File: src/rtl/nebula_arb_client.sv
// Requester-side arbiter endpoint: flit FIFO, req/grant handshake and packet framing check.
// Optional starvation flag enabled by defining NEBULA_ARB_CLIENT_STARVE_EN.
module nebula_arb_client #(
    parameter int FLIT_WIDTH   = 64,
    parameter int DEPTH        = 4,
    parameter int CNT_WIDTH    = $clog2(DEPTH + 1),
    parameter int STARVE_LIMIT = 16
) (
    input  logic                  clk,
    input  logic                  rst_n,
    input  logic                  in_valid,
    output logic                  in_ready,
    input  logic [FLIT_WIDTH-1:0] in_flit,
    input  logic                  in_head,
    input  logic                  in_tail,
    output logic                  req,
    input  logic                  grant,
    output logic                  out_valid,
    output logic [FLIT_WIDTH-1:0] out_flit,
    output logic                  out_head,
    output logic                  out_tail,
    output logic [CNT_WIDTH-1:0]  count,
    output logic                  proto_err,
    output logic                  starve
);

    localparam int PTR_W = $clog2(DEPTH);

    typedef struct packed {
        logic                  head;
        logic                  tail;
        logic [FLIT_WIDTH-1:0] flit;
    } entry_t;

    typedef enum logic {IDLE, IN_PKT} state_t;

    entry_t           mem [DEPTH];
    entry_t           head_entry;
    logic [PTR_W-1:0] wr_ptr;
    logic [PTR_W-1:0] rd_ptr;
    logic [CNT_WIDTH-1:0] count_q;
    state_t           state;
    logic             proto_err_q;
    logic             push;
    logic             pop;

    // req and in_ready look only at registered occupancy, never at grant or a same-cycle pop.
    assign in_ready = (count_q != CNT_WIDTH'(DEPTH));
    assign req      = (count_q != '0);
    assign push     = in_valid & in_ready;
    assign pop      = req & grant;

    assign head_entry = mem[rd_ptr];
    assign out_valid  = pop;
    assign out_flit   = head_entry.flit;
    assign out_head   = head_entry.head;
    assign out_tail   = head_entry.tail;
    assign count      = count_q;
    assign proto_err  = proto_err_q;

    // NOTE: storage is deliberately not reset; count gates every read, so stale data is never used.
    always_ff @(posedge clk) begin
        if (push) begin
            mem[wr_ptr] <= '{head: in_head, tail: in_tail, flit: in_flit};
        end
    end

    // NOTE: all sequential state uses non-blocking assignments so every flop samples pre-edge values.
    always_ff @(posedge clk) begin
        if (!rst_n) begin
            wr_ptr  <= '0;
            rd_ptr  <= '0;
            count_q <= '0;
        end else begin
            if (push) begin
                wr_ptr <= (wr_ptr == PTR_W'(DEPTH - 1)) ? '0 : wr_ptr + PTR_W'(1);
            end
            if (pop) begin
                rd_ptr <= (rd_ptr == PTR_W'(DEPTH - 1)) ? '0 : rd_ptr + PTR_W'(1);
            end
            case ({push, pop})
                2'b10:   count_q <= count_q + CNT_WIDTH'(1);
                2'b01:   count_q <= count_q - CNT_WIDTH'(1);
                default: count_q <= count_q;
            endcase
        end
    end

    // Framing check on popped flits; after any head the next state follows that flit's tail bit.
    always_ff @(posedge clk) begin
        if (!rst_n) begin
            state       <= IDLE;
            proto_err_q <= 1'b0;
        end else if (pop) begin
            case (state)
                IDLE: begin
                    if (!head_entry.head) begin
                        proto_err_q <= 1'b1;
                    end else if (!head_entry.tail) begin
                        state <= IN_PKT;
                    end
                end
                IN_PKT: begin
                    if (head_entry.head) begin
                        proto_err_q <= 1'b1;
                    end
                    state <= head_entry.tail ? IDLE : IN_PKT;
                end
                default: state <= IDLE;
            endcase
        end
    end

`ifdef NEBULA_ARB_CLIENT_STARVE_EN
    localparam int WAIT_W = $clog2(STARVE_LIMIT + 1);

    logic [WAIT_W-1:0] wait_cnt;

    always_ff @(posedge clk) begin
        if (!rst_n) begin
            wait_cnt <= '0;
        end else if (!req || pop) begin
            wait_cnt <= '0;
        end else if (wait_cnt != WAIT_W'(STARVE_LIMIT)) begin
            wait_cnt <= wait_cnt + WAIT_W'(1);
        end
    end

    assign starve = (wait_cnt == WAIT_W'(STARVE_LIMIT));
`else
    assign starve = 1'b0;
`endif

endmodule
File: config.mk
export PLATFORM = sky130hd
export DESIGN_NAME = nebula_arb_client
export DESIGN_NICKNAME = d
export VERILOG_FILES = /design/src/rtl/nebula_arb_client.sv
export SDC_FILE = /design/constraint.sdc
export NUM_CORES = 1
export LEC_CHECK = 0
export ABC_AREA = 1
export CAP_MARGIN = 20
export CELL_PAD_IN_SITES_DETAIL_PLACEMENT = 2
export CELL_PAD_IN_SITES_GLOBAL_PLACEMENT = 2
export CORE_MARGIN = 5
export CORE_UTILIZATION = 38
export DETAILED_ROUTE_END_ITERATION = 8
export GPL_ROUTABILITY_DRIVEN = 1
export PLACE_DENSITY_LB_ADDON = 0.1
export SLEW_MARGIN = 20
export SYNTH_ARGS = -nofsm -noshare
export SYNTH_HDL_FRONTEND = slang
export SYNTH_SLANG_ARGS = --single-unit
File: constraint.sdc
create_clock -name clk -period 5.2 [get_ports clk]
set_input_delay 0.78 -clock clk [delete_from_list [all_inputs] [get_ports clk]]
set_output_delay 0.78 -clock clk [all_outputs]
set_load 0.05 [all_outputs]
==> run summary, run 1 <==
status -> complete, no violations
worst hold path depth -> 2
Post-Synth XOR/XNOR Area -> 0
post-synth top area share -> 0.7683
synth top area cells -> edfxtp_1, o21ai_0, nor2_1
Starting Density -> 0.3839
Data required, critical path -> 4420 ps
global-route wire length before repair -> 43080 µm
DRT iter0 DRCs -> 386
Hold Crit Endpoint -> proto_err
clock slew at reported path FFs -> 60 ps
minimum clock period -> 4290 ps
f_max -> 233.1 MHz
max capacitance violation total -> 0
initial antenna violation count -> 0
Critical Path Start Type -> register
CTS Hold Buffers Added -> 0
setup clock skew after layout -> 8.743 ps
drt pass-1 iters -> 4
CP Data Arrival Time -> 3510 ps
critical path's top delay family -> buffers and inverters
final slew viol count -> 0
pre-CTS setup slack -> 1476 ps
Post-DP Area -> 12090 µm²
total grt overflow -> 0
Die Height -> 174.8 µm
Critical path buffers and inverters -> 2
Synth Area in Adders -> 0.009215
Hold Crit Class -> reg -> reg
Pleak -> 4.296 nW
multiplexer area fraction after synthesis -> 0
Power per Cell Area -> 619.1 nW/µm²
drt drc -> 0
CP Cell Sequence -> buf_4, o21ai_0, o22ai_1, clkdlybuf4s50_1
WS Path Type -> reg -> out
Post-Layout Inst Area -> 12970 µm²
hold_sp -> proto_err
final estimated routing congestion in global placement -> 0.7277
unrepaired setup endpoints after global routing -> false
CP endpoint kind -> primary output
flop2flop setup slack -> 2640 ps
simple-gate portion of the synthesized area -> 0.05917
Unique masters post-synth -> 22
Post-CTS Resized -> 0
ant diodes -> 0
Synth Area per Inst -> 14.51 µm²
Mapped Nets -> 788
Top Ports -> 144
R2R depth -> 5
area of the die -> 30550 µm²
CTS tree -> done
nets@finish -> 931
post-synthesis compound-gate area fraction -> 0.1103
cell count after synthesis -> 711
CTS max path bufs -> 3
Max stage delay cell, worst path -> clkdlybuf4s50_1
peak supply drop -> 0.4273 mV
Rel. slew slack -> 0.3010
area leader, netlist -> edfxtp_1
# setup viols final -> 0
DR WL/cell -> 22.89 µm
final hold violations -> 0
critical path's largest stage delay -> 870 ps
share of post-route cells with drive strength above 1 -> 0.06834
synthesized cell area -> 10320 µm²
htree depth -> 1
CORE AREA -> 26880 µm²
total chip power -> 8.027 mW
Slew @ Worst Pin -> 1046 ps
Seq/Total Area, Yosys -> 0.7896
crit path max fanout -> 96
CTS Sinks -> 275
YS warnings -> 0
row cnt -> 60
worst r2r src -> count[1]
Clk Latency, worst-skew pair -> 540 ps
post-CTS setup buffer count -> 0
average vias per placed instance -> 5.356
post-DP HPWL -> 16360 µm
Clk Tree Root Cell -> clkbuf_16
port bufs -> 142
final worst setup slack -> 909.8 ps
Final period util -> 0.8250
Reg2Reg Capture Point -> mem[0][55]
Die Span X -> 174.8 µm
Num CTS Buffers -> 30
DR vias -> 6529
final wirelength -> 27910 µm
Yosys reg bits -> 275
vias in the first global route -> 7450
antenna viol nets, final -> 0
Global Route Usage Sum -> 0.1793
largest net degree at the start of global routing -> 97
Sum Neg Setup Slack -> 0 ps
main combinational cell family by area after synthesis -> compound AO/OA/AOI/OAI gates
Area Growth Syn to Fin -> 25.66%
worst reg2reg max path: cells and delay by family, from the launching register on:
| kind | cells | cell delay (ps) |
|---|---|---|
| DFF | 1 | 350 |
| buffers and inverters | 2 | 520 |
| and+or+nand+nor | 3 | 1350 |
stage by stage:
step	util	std cells	hold slack, ps
floorplan	-	711	458.7
global placement	0.4489	1162	460.8
detailed placement	0.4498	1163	478.6
CTS	0.4824	1219	494.7
global route	0.4824	1219	528.3
finish	0.4824	1219	496.3
metal layers:
layer  vias to the layer above  track usage  part of all wire
met1                      3410       0.2216              0.42
li1                       2954            -                 -
met5                         -            0                 0
met2                       132       0.3309              0.53
met4                         0      0.03928             0.014
met3                        33      0.02964             0.042
layout by cell type, fill, tap and decap left out, types with 2 or more instances in the layout:
master,instances
buf_12,4
clkinv_2,7
nor2_4,4
clkbuf_1,8
clkbuf_16,31
clkinv_1,11
o21ai_1,28
o22ai_1,64
ha_1,6
inv_4,2
nand2_1,14
nor2_1,134
dfxtp_1,9
nand3_1,4
clkdlybuf4s50_1,142
inv_1,14
o21ai_0,108
a21oi_1,8
nand3_2,2
buf_4,8
edfxtp_1,264
synthesized netlist by cell type (all sizes together):
library cell and number:
inv 16, nor2 138, ha 6, o211a 1, buf 26, o21ai 136, conb 1, o22ai 64
a211oi 1, edfxtp 264, nand2 14, a21oi 8, clkinv 1, nand3 6, clkbuf 17, dfxtp 11
fa 1
where the power goes:
| group | switching [mW] | leakage, nW | internal [mW] | total [mW] |
|---|---|---|---|---|
| Sequential | 0.0987 | 2.51 | 2.67 | 2.77 |
| Combinational | 2.40 | 1.35 | 0.959 | 3.36 |
| Clock | 0.816 | 0.435 | 1.08 | 1.90 |
| Total | 3.31 | 4.30 | 4.71 | 8.03 |
how the worst max path moves through the flow:
stage	cells past startpoint	slack, ps	end
after floorplan	4	340	mem[0][0]
after global placement	5	1560	out_flit[56]
after detailed placement	5	1480	out_flit[34]
after CTS	4	870	out_flit[47]
after global routing	4	680	out_flit[47]
final	4	910	out_flit[22]
cells by family (layout without fill, tap and decap cells):
group	Yosys count	count (layout)
other	1	1
DFF	275	275
buffers and inverters	60	227
adders and majority gates	7	7
AOI/OAI and AO/OA	210	210
and+or+nand+nor	158	158
final cells by class:
class	instances	area, µm²
multi-input cells	376	1878
clock inverters	17	72.57
flip-flops and latches	275	8153
inverters	17	68.82
repair buffers	154	1562
fillers	2576	13910
well taps	341	426.7
clock buffers	39	805.8
flip-flops by register name, indices dropped and copies added, names as in the netlist, named ones only:
signal	flops
state	1
rd_ptr	2
proto_err	1
wr_ptr	2
mem	264
count	3
(Power assumes the default switching activity.)
==> run 2: changes to the inputs <==
==> constraint.sdc (replaced) <==
create_clock -name clk -period 4 [get_ports clk]
set_input_delay 0.6 -clock clk [delete_from_list [all_inputs] [get_ports clk]]
set_output_delay 0.6 -clock clk [all_outputs]
set_load 0.05 [all_outputs]
==> run summary, run 2 (synthesis gave the netlist of run 1 again) <==
Global Route Usage Sum -> 0.1843
# setup viols final -> 0
CTS Sinks -> 275
average vias per placed instance -> 5.339
ant diodes -> 0
Area Growth Syn to Fin -> 25.05%
Hold Crit Endpoint -> proto_err
CP endpoint kind -> primary output
total grt overflow -> 0
DR vias -> 6481
clock slew at reported path FFs -> 60 ps
Clk Latency, worst-skew pair -> 540 ps
Hold Crit Class -> reg -> reg
vias in the first global route -> 7436
crit path max fanout -> 66
htree depth -> 1
largest net degree at the start of global routing -> 133
total chip power -> 10.39 mW
final hold violations -> 0
Slew @ Worst Pin -> 776.2 ps
CTS tree -> done
Die Span X -> 174.8 µm
Final period util -> 0.8943
placed cell count -> 1164
Top Ports -> 144
leading cell types in the layout, fill and taps excluded -> edfxtp_1, clkdlybuf4s50_1, nor2_1, o21ai_0, o22ai_1
R2R depth -> 10
final wirelength -> 28560 µm
post-CTS setup buffer count -> 0
utilization after layout -> 0.4801
final estimated routing congestion in global placement -> 0.6998
Rel. slew slack -> 0.4826
unrepaired setup endpoints after global routing -> false
Net Switching -> 4.325 mW
Num CTS Buffers -> 29
DRT iter0 DRCs -> 357
layout filler cell count -> 2580
CTS max path bufs -> 3
worst r2r src -> count[0]
antenna viol nets, final -> 0
commonest non-fill, non-tap cell in the layout -> edfxtp_1
setup clock skew after layout -> 7.963 ps
f_max -> 279.5 MHz
peak supply drop -> 0.4554 mV
WS Path Type -> reg -> out
Die Height -> 174.8 µm
share of post-route cells with drive strength above 1 -> 0.06529
CP Data Arrival Time -> 2980 ps
Power per Cell Area -> 805.0 nW/µm²
DR WL/cell -> 23.52 µm
row cnt -> 60
Critical Path Start Type -> register
Pleak -> 4.270 nW
final slew viol count -> 0
minimum clock period -> 3577 ps
sequential cell fraction of total power -> 0.343
Reg2Reg Capture Point -> count[2]
Starting Density -> 0.3839
worst hold path depth -> 2
port bufs -> 142
clock share of power -> 0.229
Switching Share -> 0.4164
Largest Register -> mem
post-DP HPWL -> 16660 µm
CORE AREA -> 26880 µm²
max capacitance violation total -> 0
Post-CTS Resized -> 0
status -> complete, no violations
flop2flop setup slack -> 1560 ps
Internal -> 6.062 mW
initial antenna violation count -> 0
nets@finish -> 931
non-filler instance count after layout -> 1214
drt drc -> 0
drt pass-1 iters -> 4
hold_sp -> proto_err
area of the die -> 30550 µm²
Clk Tree Root Cell -> clkbuf_16
Data required, critical path -> 3400 ps
combinational group share of total power -> 0.428
global-route wire length before repair -> 44060 µm
CTS Hold Buffers Added -> 0
max reg flops -> 264
==> run 2: final cells by class <==
class	instances	area (µm²)	share of cell area
flip-flops and latches	275	8153	0.6318
well taps	341	426.7	0.03307
inverters	17	66.31	0.005139
clock buffers	39	763.2	0.05915
repair buffers	155	1569	0.1216
multi-input cells	376	1878	0.1455
clock inverters	11	47.55	0.003685
==> run 2: critical path, stage by stage (launching register included) <==
cell	delay, ps
dfxtp_2	330
buf_4	610
o21ai_0	280
o22ai_1	310
clkdlybuf4s50_1	870
==> run 2: through the flow <==
stage | area, µm² | setup WS (ps) | hold WS [ps] | TNS (ps)
floorplan | 10320 | -862.4 | 458.7 | -227680
global placement | 12090 | 1040 | 481.7 | 0
detailed placement | 12090 | 974.1 | 490.2 | 0
CTS | 12900 | 390.5 | 501.7 | 0
global route | 12900 | 320.2 | 518.8 | 0
finish | 12900 | 422.8 | 502.2 | 0
==> run 2: power groups by stage <==
| stage | Clock [mW] | Sequential, mW | Combinational (mW) |
|---|---|---|---|
| after floorplan | 0 | 3.66 | 2.84 |
| after global placement | 0 | 3.60 | 4.38 |
| after detailed placement | 0 | 3.62 | 4.49 |
| after CTS | 2.44 | 3.57 | 4.52 |
| after global routing | 2.58 | 3.59 | 4.70 |
| final | 2.38 | 3.57 | 4.44 |
==> run 2: worst max path at each step <==
stage	to	slack (ps)	depth (start not counted)
floorplan	mem[0][0]	-860	4
global placement	out_flit[35]	1040	4
detailed placement	out_flit[55]	970	4
CTS	out_flit[2]	390	4
global route	out_flit[2]	320	4
finish	out_flit[2]	420	4
==> run 2: routing by layer <==
metal  vias up  share of wire  wire length (µm)  GRT usage
met4         0          0.014               408    0.03764
met1      3367           0.42             11850     0.2279
met3        30          0.038              1093    0.02834
met2       132           0.53             15200     0.3431
li1       2952              -                 -          -
met5         -              0                 0          0
